### src/rtl/arm_instr_encoder_pkg.sv
// Shared encodings for the ARM instruction encoder. Type, memory-op and
// branch-op codes match the instruction classifier so the two blocks round-trip.
package arm_enc_pkg;

    typedef enum logic [2:0] {
        TYPE_DP_IMM       = 3'd0,
        TYPE_DP_REG_SHIMM = 3'd1,
        TYPE_DP_REG_SHREG = 3'd2,
        TYPE_MUL          = 3'd3,
        TYPE_MEM_IMM      = 3'd4,
        TYPE_MEM_REG      = 3'd5,
        TYPE_BRANCH       = 3'd6,
        TYPE_ILLEGAL      = 3'd7
    } instr_type_e;

    typedef enum logic [1:0] {
        MEM_STR  = 2'd0,
        MEM_LDR  = 2'd1,
        MEM_STRB = 2'd2,
        MEM_LDRB = 2'd3
    } mem_op_e;

    typedef enum logic [1:0] {
        JMP_B  = 2'd0,
        JMP_BL = 2'd1
    } jmp_op_e;

    localparam logic [1:0]  CLASS_DP  = 2'b00;
    localparam logic [1:0]  CLASS_MEM = 2'b01;
    localparam logic [1:0]  CLASS_BR  = 2'b10;

    localparam logic [3:0]  COND_AL = 4'hE;
    localparam logic [31:0] NOP     = 32'hE1A0_0000;  // MOV r0, r0

endpackage

### src/rtl/arm_instr_encoder_if.sv
// Request/response bus of the ARM instruction encoder: classified request in,
// encoded word out, each with its own valid/ready handshake.
interface arm_instr_encoder_if;
    import arm_enc_pkg::*;

    logic        in_valid;
    logic        in_ready;
    logic [2:0]  in_type;
    logic [3:0]  in_dp_op;
    logic [1:0]  in_mem_op;
    logic [1:0]  in_jmp_op;
    logic [3:0]  in_cond;
    logic        in_set_flags;
    logic [3:0]  in_rd;
    logic [3:0]  in_rn;
    logic [3:0]  in_rm;
    logic [3:0]  in_rs;
    logic [23:0] in_imm;

    logic        out_valid;
    logic        out_ready;
    logic [31:0] out_instr;
    logic        out_err;

    // Encoder side
    modport slave (
        input  in_valid, in_type, in_dp_op, in_mem_op, in_jmp_op, in_cond,
               in_set_flags, in_rd, in_rn, in_rm, in_rs, in_imm, out_ready,
        output in_ready, out_valid, out_instr, out_err
    );

    // Sequencer / consumer side
    modport master (
        output in_valid, in_type, in_dp_op, in_mem_op, in_jmp_op, in_cond,
               in_set_flags, in_rd, in_rn, in_rm, in_rs, in_imm, out_ready,
        input  in_ready, out_valid, out_instr, out_err
    );

endinterface

### src/rtl/arm_instr_encoder_enc_fifo.sv
// Synchronous FIFO of {err, word} entries with full/empty flags.
// DEPTH must be a power of two so the pointers wrap naturally.
module enc_fifo #(
    parameter int unsigned DEPTH = 4,
    parameter int unsigned WIDTH = 33
) (
    input  logic             clk,
    input  logic             rst,
    input  logic             push,
    input  logic [WIDTH-1:0] push_data,
    input  logic             pop,
    output logic [WIDTH-1:0] pop_data,
    output logic             full,
    output logic             empty
);
    import arm_enc_pkg::*;

    localparam int unsigned AW = (DEPTH > 1) ? $clog2(DEPTH) : 1;
    localparam int unsigned CW = AW + 1;

    logic [WIDTH-1:0] mem [DEPTH];
    logic [AW-1:0]    wr_ptr;
    logic [AW-1:0]    rd_ptr;
    logic [CW-1:0]    count;
    logic             do_push;
    logic             do_pop;

    assign full     = (count == CW'(DEPTH));
    assign empty    = (count == '0);
    assign do_push  = push && !full;
    assign do_pop   = pop && !empty;
    assign pop_data = mem[rd_ptr];

    // Storage; cleared on reset so the head reads as zero before the first push
    always_ff @(posedge clk or posedge rst) begin
        if (rst) begin
            for (int unsigned i = 0; i < DEPTH; i++) begin
                mem[i] <= '0;
            end
        end else if (do_push) begin
            mem[wr_ptr] <= push_data;
        end
    end

    // Pointers and occupancy
    always_ff @(posedge clk or posedge rst) begin
        if (rst) begin
            wr_ptr <= '0;
            rd_ptr <= '0;
            count  <= '0;
        end else begin
            if (do_push) wr_ptr <= wr_ptr + 1'b1;
            if (do_pop)  rd_ptr <= rd_ptr + 1'b1;
            case ({do_push, do_pop})
                2'b10:   count <= count + 1'b1;
                2'b01:   count <= count - 1'b1;
                default: count <= count;
            endcase
        end
    end

endmodule

### src/rtl/arm_instr_encoder.sv
// ARM instruction encoder: assembles a 32-bit ARM word from a classified
// request and buffers it in a small FIFO. Illegal requests become NOP_WORD
// with the error flag set.
// Optional: define ARM_ENC_STATS_EN to add the stat_illegal counter port.
module arm_instr_encoder #(
    parameter int unsigned FIFO_DEPTH = 4,
    parameter logic [31:0] NOP_WORD   = 32'hE1A0_0000
) (
    input  logic                 CLK,
    input  logic                 RST,
    arm_instr_encoder_if.slave   bus
`ifdef ARM_ENC_STATS_EN
    ,
    output logic [15:0]          stat_illegal
`endif
);
    import arm_enc_pkg::*;

    logic [31:0] enc_word;
    logic        enc_err;
    logic        accept;
    logic        fifo_full;
    logic        fifo_empty;
    logic [32:0] head;

    assign accept        = bus.in_valid && bus.in_ready;
    assign bus.in_ready  = !fifo_full;
    assign bus.out_valid = !fifo_empty;
    assign bus.out_err   = head[32];
    assign bus.out_instr = head[31:0];

    // Encode mux: field placement per instruction type
    always_comb begin
        enc_word = NOP_WORD;
        enc_err  = 1'b1;
        case (instr_type_e'(bus.in_type))
            TYPE_DP_IMM: begin
                enc_word = {bus.in_cond, CLASS_DP, 1'b1, bus.in_dp_op, bus.in_set_flags,
                            bus.in_rn, bus.in_rd, bus.in_imm[11:0]};
                enc_err  = 1'b0;
            end
            TYPE_DP_REG_SHIMM: begin
                enc_word = {bus.in_cond, CLASS_DP, 1'b0, bus.in_dp_op, bus.in_set_flags,
                            bus.in_rn, bus.in_rd, bus.in_imm[11:5], 1'b0, bus.in_rm};
                enc_err  = 1'b0;
            end
            TYPE_DP_REG_SHREG: begin
                enc_word = {bus.in_cond, CLASS_DP, 1'b0, bus.in_dp_op, bus.in_set_flags,
                            bus.in_rn, bus.in_rd, bus.in_rs, 1'b0, bus.in_imm[6:5],
                            1'b1, bus.in_rm};
                enc_err  = 1'b0;
            end
            TYPE_MUL: begin
                enc_word = {bus.in_cond, 7'b000_0000, bus.in_set_flags, bus.in_rd,
                            4'b0000, bus.in_rs, 4'b1001, bus.in_rm};
                enc_err  = 1'b0;
            end
            TYPE_MEM_IMM: begin
                // P=1, U=1, W=0; B and L come straight from the mem op code
                enc_word = {bus.in_cond, CLASS_MEM, 1'b0, 1'b1, 1'b1, bus.in_mem_op[1],
                            1'b0, bus.in_mem_op[0], bus.in_rn, bus.in_rd, bus.in_imm[11:0]};
                enc_err  = 1'b0;
            end
            TYPE_MEM_REG: begin
                enc_word = {bus.in_cond, CLASS_MEM, 1'b1, 1'b1, 1'b1, bus.in_mem_op[1],
                            1'b0, bus.in_mem_op[0], bus.in_rn, bus.in_rd,
                            bus.in_imm[11:5], 1'b0, bus.in_rm};
                enc_err  = 1'b0;
            end
            TYPE_BRANCH: begin
                if (bus.in_jmp_op == JMP_B || bus.in_jmp_op == JMP_BL) begin
                    enc_word = {bus.in_cond, CLASS_BR, 1'b1, bus.in_jmp_op[0], bus.in_imm};
                    enc_err  = 1'b0;
                end
            end
            default: begin
                enc_word = NOP_WORD;
                enc_err  = 1'b1;
            end
        endcase
    end

    enc_fifo #(
        .DEPTH (FIFO_DEPTH),
        .WIDTH (33)
    ) u_fifo (
        .clk       (CLK),
        .rst       (RST),
        .push      (accept),
        .push_data ({enc_err, enc_word}),
        .pop       (bus.out_ready),
        .pop_data  (head),
        .full      (fifo_full),
        .empty     (fifo_empty)
    );

`ifdef ARM_ENC_STATS_EN
    // Saturating count of accepted illegal requests
    always_ff @(posedge CLK or posedge RST) begin
        if (RST) begin
            stat_illegal <= '0;
        end else if (accept && enc_err && (stat_illegal != '1)) begin
            stat_illegal <= stat_illegal + 16'd1;
        end
    end
`endif

endmodule
### src/flat_wrapper.sv
// flat-port wrapper written by rule: the top's interface ports become plain ports
module arm_instr_encoder_flat import arm_enc_pkg::*;
#(
    parameter int unsigned FIFO_DEPTH = 4,
    parameter logic [31:0] NOP_WORD   = 32'hE1A0_0000
)
  (CLK, RST, bus_in_valid, bus_in_type, bus_in_dp_op, bus_in_mem_op, bus_in_jmp_op, bus_in_cond, bus_in_set_flags, bus_in_rd, bus_in_rn, bus_in_rm, bus_in_rs, bus_in_imm, bus_out_ready, bus_in_ready, bus_out_valid, bus_out_instr, bus_out_err);
  arm_instr_encoder_if bus_i ();
  input  logic CLK;
  input  logic RST;
  input wire logic [$bits(bus_i.in_valid)-1:0] bus_in_valid;
  input wire logic [$bits(bus_i.in_type)-1:0] bus_in_type;
  input wire logic [$bits(bus_i.in_dp_op)-1:0] bus_in_dp_op;
  input wire logic [$bits(bus_i.in_mem_op)-1:0] bus_in_mem_op;
  input wire logic [$bits(bus_i.in_jmp_op)-1:0] bus_in_jmp_op;
  input wire logic [$bits(bus_i.in_cond)-1:0] bus_in_cond;
  input wire logic [$bits(bus_i.in_set_flags)-1:0] bus_in_set_flags;
  input wire logic [$bits(bus_i.in_rd)-1:0] bus_in_rd;
  input wire logic [$bits(bus_i.in_rn)-1:0] bus_in_rn;
  input wire logic [$bits(bus_i.in_rm)-1:0] bus_in_rm;
  input wire logic [$bits(bus_i.in_rs)-1:0] bus_in_rs;
  input wire logic [$bits(bus_i.in_imm)-1:0] bus_in_imm;
  input wire logic [$bits(bus_i.out_ready)-1:0] bus_out_ready;
  output wire logic [$bits(bus_i.in_ready)-1:0] bus_in_ready;
  output wire logic [$bits(bus_i.out_valid)-1:0] bus_out_valid;
  output wire logic [$bits(bus_i.out_instr)-1:0] bus_out_instr;
  output wire logic [$bits(bus_i.out_err)-1:0] bus_out_err;
  assign bus_i.in_valid = bus_in_valid;
  assign bus_i.in_type = bus_in_type;
  assign bus_i.in_dp_op = bus_in_dp_op;
  assign bus_i.in_mem_op = bus_in_mem_op;
  assign bus_i.in_jmp_op = bus_in_jmp_op;
  assign bus_i.in_cond = bus_in_cond;
  assign bus_i.in_set_flags = bus_in_set_flags;
  assign bus_i.in_rd = bus_in_rd;
  assign bus_i.in_rn = bus_in_rn;
  assign bus_i.in_rm = bus_in_rm;
  assign bus_i.in_rs = bus_in_rs;
  assign bus_i.in_imm = bus_in_imm;
  assign bus_i.out_ready = bus_out_ready;
  assign bus_in_ready = bus_i.in_ready;
  assign bus_out_valid = bus_i.out_valid;
  assign bus_out_instr = bus_i.out_instr;
  assign bus_out_err = bus_i.out_err;
  arm_instr_encoder #(.FIFO_DEPTH(FIFO_DEPTH), .NOP_WORD(NOP_WORD)) u_core (.CLK(CLK), .RST(RST), .bus(bus_i));
endmodule
### config.mk
export PLATFORM = sky130hd
export DESIGN_NAME = arm_instr_encoder_flat
export DESIGN_NICKNAME = d
export VERILOG_FILES = /design/src/rtl/arm_instr_encoder_pkg.sv /design/src/rtl/arm_instr_encoder_if.sv /design/src/rtl/arm_instr_encoder_enc_fifo.sv /design/src/rtl/arm_instr_encoder.sv /design/src/flat_wrapper.sv
export SDC_FILE = /design/constraint.sdc
export NUM_CORES = 1
export LEC_CHECK = 0
export ABC_CLOCK_PERIOD_IN_PS = 6500
export CAP_MARGIN = 0
export CORE_MARGIN = 10
export CORE_UTILIZATION = 50
export DETAILED_ROUTE_END_ITERATION = 7
export PLACE_DENSITY = 0.74
export SLEW_MARGIN = 20
export SYNTH_ARGS = -nofsm -noshare
export SYNTH_HDL_FRONTEND = slang
export SYNTH_SLANG_ARGS = --single-unit
### constraint.sdc
create_clock -name CLK -period 6.5 [get_ports CLK]
set_clock_uncertainty 0.1 [all_clocks]
set_input_delay 0.65 -clock CLK [delete_from_list [all_inputs] [get_ports CLK]]
set_output_delay 0.65 -clock CLK [all_outputs]
set_load 0.005 [all_outputs]
==> summary.md <==
| Metric | Value |
|---|---|
| Run status | finished clean |
| Drt pass-1 iters | 5 |
| CTS H-tree lvls | 4 |
| Die Wd | between 100 and 150 µm |
| Critical path arrival | 2.89 ns |
| RSZ-0062 raised after global routing | false |
| Yosys top cell by area | dfrtp_1 |
| Initial Utilization | between 50% and 60% |
| Slew Limit Fails | 0 |
| #FFs+latches synth | around 140 |
| Launching point of the worst reg2reg path | u_core.u_fifo.count[0] |
| Setup bufs post-CTS | 0 |
| Reg2Reg Setup Slack | 3.05 ns |
| WL/cell | roughly 23 µm |
| Top cells by area, synth | dfrtp_1, o21ai_0, mux4_2 |
| Setup TNS | 0 ns |
| Clk sinks | between 100 and 150 |
| Post-synthesis async set-or-reset flop share | 100% |
| Reg2reg end | u_core.u_fifo.count[2] |
| Worst setup path start | u_core.u_fifo.count[0] |
| Share of the synthesized area in the top cell type | 49.2% |
| I/O pins | 95 |
| Clock Latency Late Sink | around 0.42 ns |
| Largest net degree at the start of global routing | a little over 90 |
| Synthesized area | 0.00706 mm² |
| Site Rows | between 40 and 50 |
| Fin nets | ~730 |
| Post-synth EDFFs | 0 |
| Main flop type after synthesis | dfrtp_1 |
| Num CTS Buffers | 17 |
| Iter 0 DRT Violations | about 450 |
| Post-CTS Resized | 0 |
| Most frequent cell after synthesis | o21ai_0 |
| Post-synthesis cell type count | 46 |
| Fin. Hold Viols | 0 |
| DRC | 0 |
| CTS Root Buffer Type | clkbuf_16 |
| Syn avg cell area | between 10 and 15 µm² |
| HPWL Detailed | 12.5 mm |
| Vias post-DR | between 5000 and 6000 |
| N_diodes | 0 |
| CTS tree | yes |
| Max Cap Viol | 0 |
| Die Ht | around 140 µm |
| Worst-case reg-to-reg path depth | 10 |
| Initial antenna violation count | 0 |
| CP Capture Type | output port |
| Final setup viols | 0 |
| CORE AREA | approximately 0.014 mm² |
| Grt total ovfl | 0 |
| Final Power | roughly 4.3 mW |
| Seq/Total Area, Yosys | between 40% and 50% |
| Mapped Cells | 593 |
| CP startpoint kind | register |
| Clock transition at path regs | roughly 0.060 ns |
| Period utilization | between 50% and 60% |
| Worst hold path class | register to register |
| Worst slew pin tran | approximately 0.92 ns |
| Vias in the first global route | a little under 6000 |
| Hold Path Depth | 1 |
| Die area | roughly 0.019 mm² |
| Hold EP | u_core.u_fifo.mem[1] |
| Crit path kind | register to output port |
| Hold Crit Start | u_core.u_fifo.mem[1] |
| Peak VDD IR | approximately 0.24 mV |
| Clk buf depth | 2 |
| Syn Nets | roughly 660 |
| Layout cells sized above 1 | 18.0% |
| Synthesis-to-finish area growth | 21.3% |
| Max frequency | ~270 MHz |
| P_leak | about 3.5 nW |
| Hold-fix buffers at CTS | 0 |
| Vias per cell | roughly 6.3 |
| Max-slew headroom | 38.4% |
| Global-route wire length before repair | about 31 mm |
| Pwr/cell area | approximately 500 mW/mm² |
| Post-Route WL | between 15 and 20 mm |
| Final ANT Viol Nets | 0 |
| GPL Wtd Cong | roughly 0.83 |
| Buffers added on ports | 94 |
| Synthesis Warnings | 0 |
| Crit Path Max Fanout | 85 |
| Minimum clock period | around 3.6 ns |
| Synth cell count leaders | o21ai_0, dfrtp_1, mux4_2 |
| WP data required | approximately 5.8 ns |
| GRT Overall Usage | about a fifth |
==> how the worst max path moves through the flow <==
stage | to | slack, ns | depth (start not counted)
2_1_floorplan | u_core.u_fifo.count[0] | 2.03 | 1
5_1_grt | bus_in_ready | 2.71 | 4
3_3_place_gp | u_core.u_fifo.count[2] | 3.25 | 10
6_report | bus_in_ready | 2.86 | 4
3_5_place_dp | u_core.u_fifo.count[2] | 3.11 | 10
4_1_cts | bus_in_ready | 2.91 | 4
==> through the flow <==
step	instances	utilization, %	area [µm²]	hold WS (ns)	setup WS [ns]
final	852	61.8	8570	0.405	2.86
after global routing	852	61.8	8570	0.423	2.71
after CTS	852	61.8	8570	0.405	2.91
after detailed placement	820	57.6	7990	0.393	3.11
after global placement	820	57.6	7990	0.383	3.25
after floorplan	593	-	7060	0.367	2.03
==> worst max-delay path, cell delays in order (launching register included) <==
cell and delay [ns]:
dfrtp_1 0.45, nor3b_4 0.20, buf_4 0.64, inv_1 0.55, clkdlybuf4s50_1 0.60
==> cells by family after synthesis <==
group,synth area share [%]
simple gates,6.31
mux,18.5
xor+xnor,0.868
fa+ha+maj,1.17
flops,49.2
compound gates,19.0
buf+inv,4.84
==> routing by layer <==
layer | track usage (%) | routed length (µm) | part of all wire, % | vias to the layer above
met1 | 24.0 | 7830 | 40 | 2725
met2 | 33.8 | 9780 | 50 | 258
met5 | 0 | 0 | 0 | -
li1 | - | - | - | 2339
met3 | 5.27 | 1350 | 6.9 | 38
met4 | 8.46 | 529 | 2.7 | 0
==> sequential cells by signal, summed over array words and instances, names as in the netlist <==
signal / flops
u_core.u_fifo.mem: 132
u_core.u_fifo.rd_ptr: 2
u_core.u_fifo.count: 3
u_core.u_fifo.wr_ptr: 2
==> layout by cell type, fill, tap and decap left out, drive strengths merged, types with 2 or more instances in the layout <==
master / synthesis / layout
a211oi: 9 / 9
bufinv: 0 / 2
clkinv: 0 / 4
buf: 26 / 7
clkbuf: 26 / 25
nor3b: 6 / 6
nor2: 11 / 11
nand2: 18 / 18
mux2: 37 / 37
a31oi: 17 / 17
inv: 16 / 16
a32oi: 5 / 5
and2: 5 / 5
a311oi: 2 / 2
nor2b: 14 / 14
xnor2: 3 / 3
dfrtp: 139 / 139
or3b: 2 / 2
mux4: 33 / 33
ha: 5 / 5
a21oi: 17 / 17
xor2: 4 / 4
clkdlybuf4s50: 0 / 92
o21ai: 162 / 162
mux2i: 6 / 6
a2bb2oi: 4 / 4
nand3b: 5 / 5
and3b: 6 / 6
o221ai: 5 / 5
==> layout make-up <==
| type | instances | area (µm²) |
|---|---|---|
| fillers | 1118 | 5310 |
| flip-flops and latches | 139 | 3480 |
| multi-input cells | 386 | 3250 |
| repair buffers | 99 | 968 |
| clock buffers | 25 | 495 |
| well taps | 180 | 225 |
| clock inverters | 7 | 87.6 |
| inverters | 16 | 65.1 |
==> report_power, final <==
part / switching, mW / total (mW) / internal [mW]
sequential: 0.269 / 1.54 / 1.27
combinational: 0.783 / 1.77 / 0.982
clock: 0.354 / 0.957 / 0.603
(Power assumes the default switching activity.)
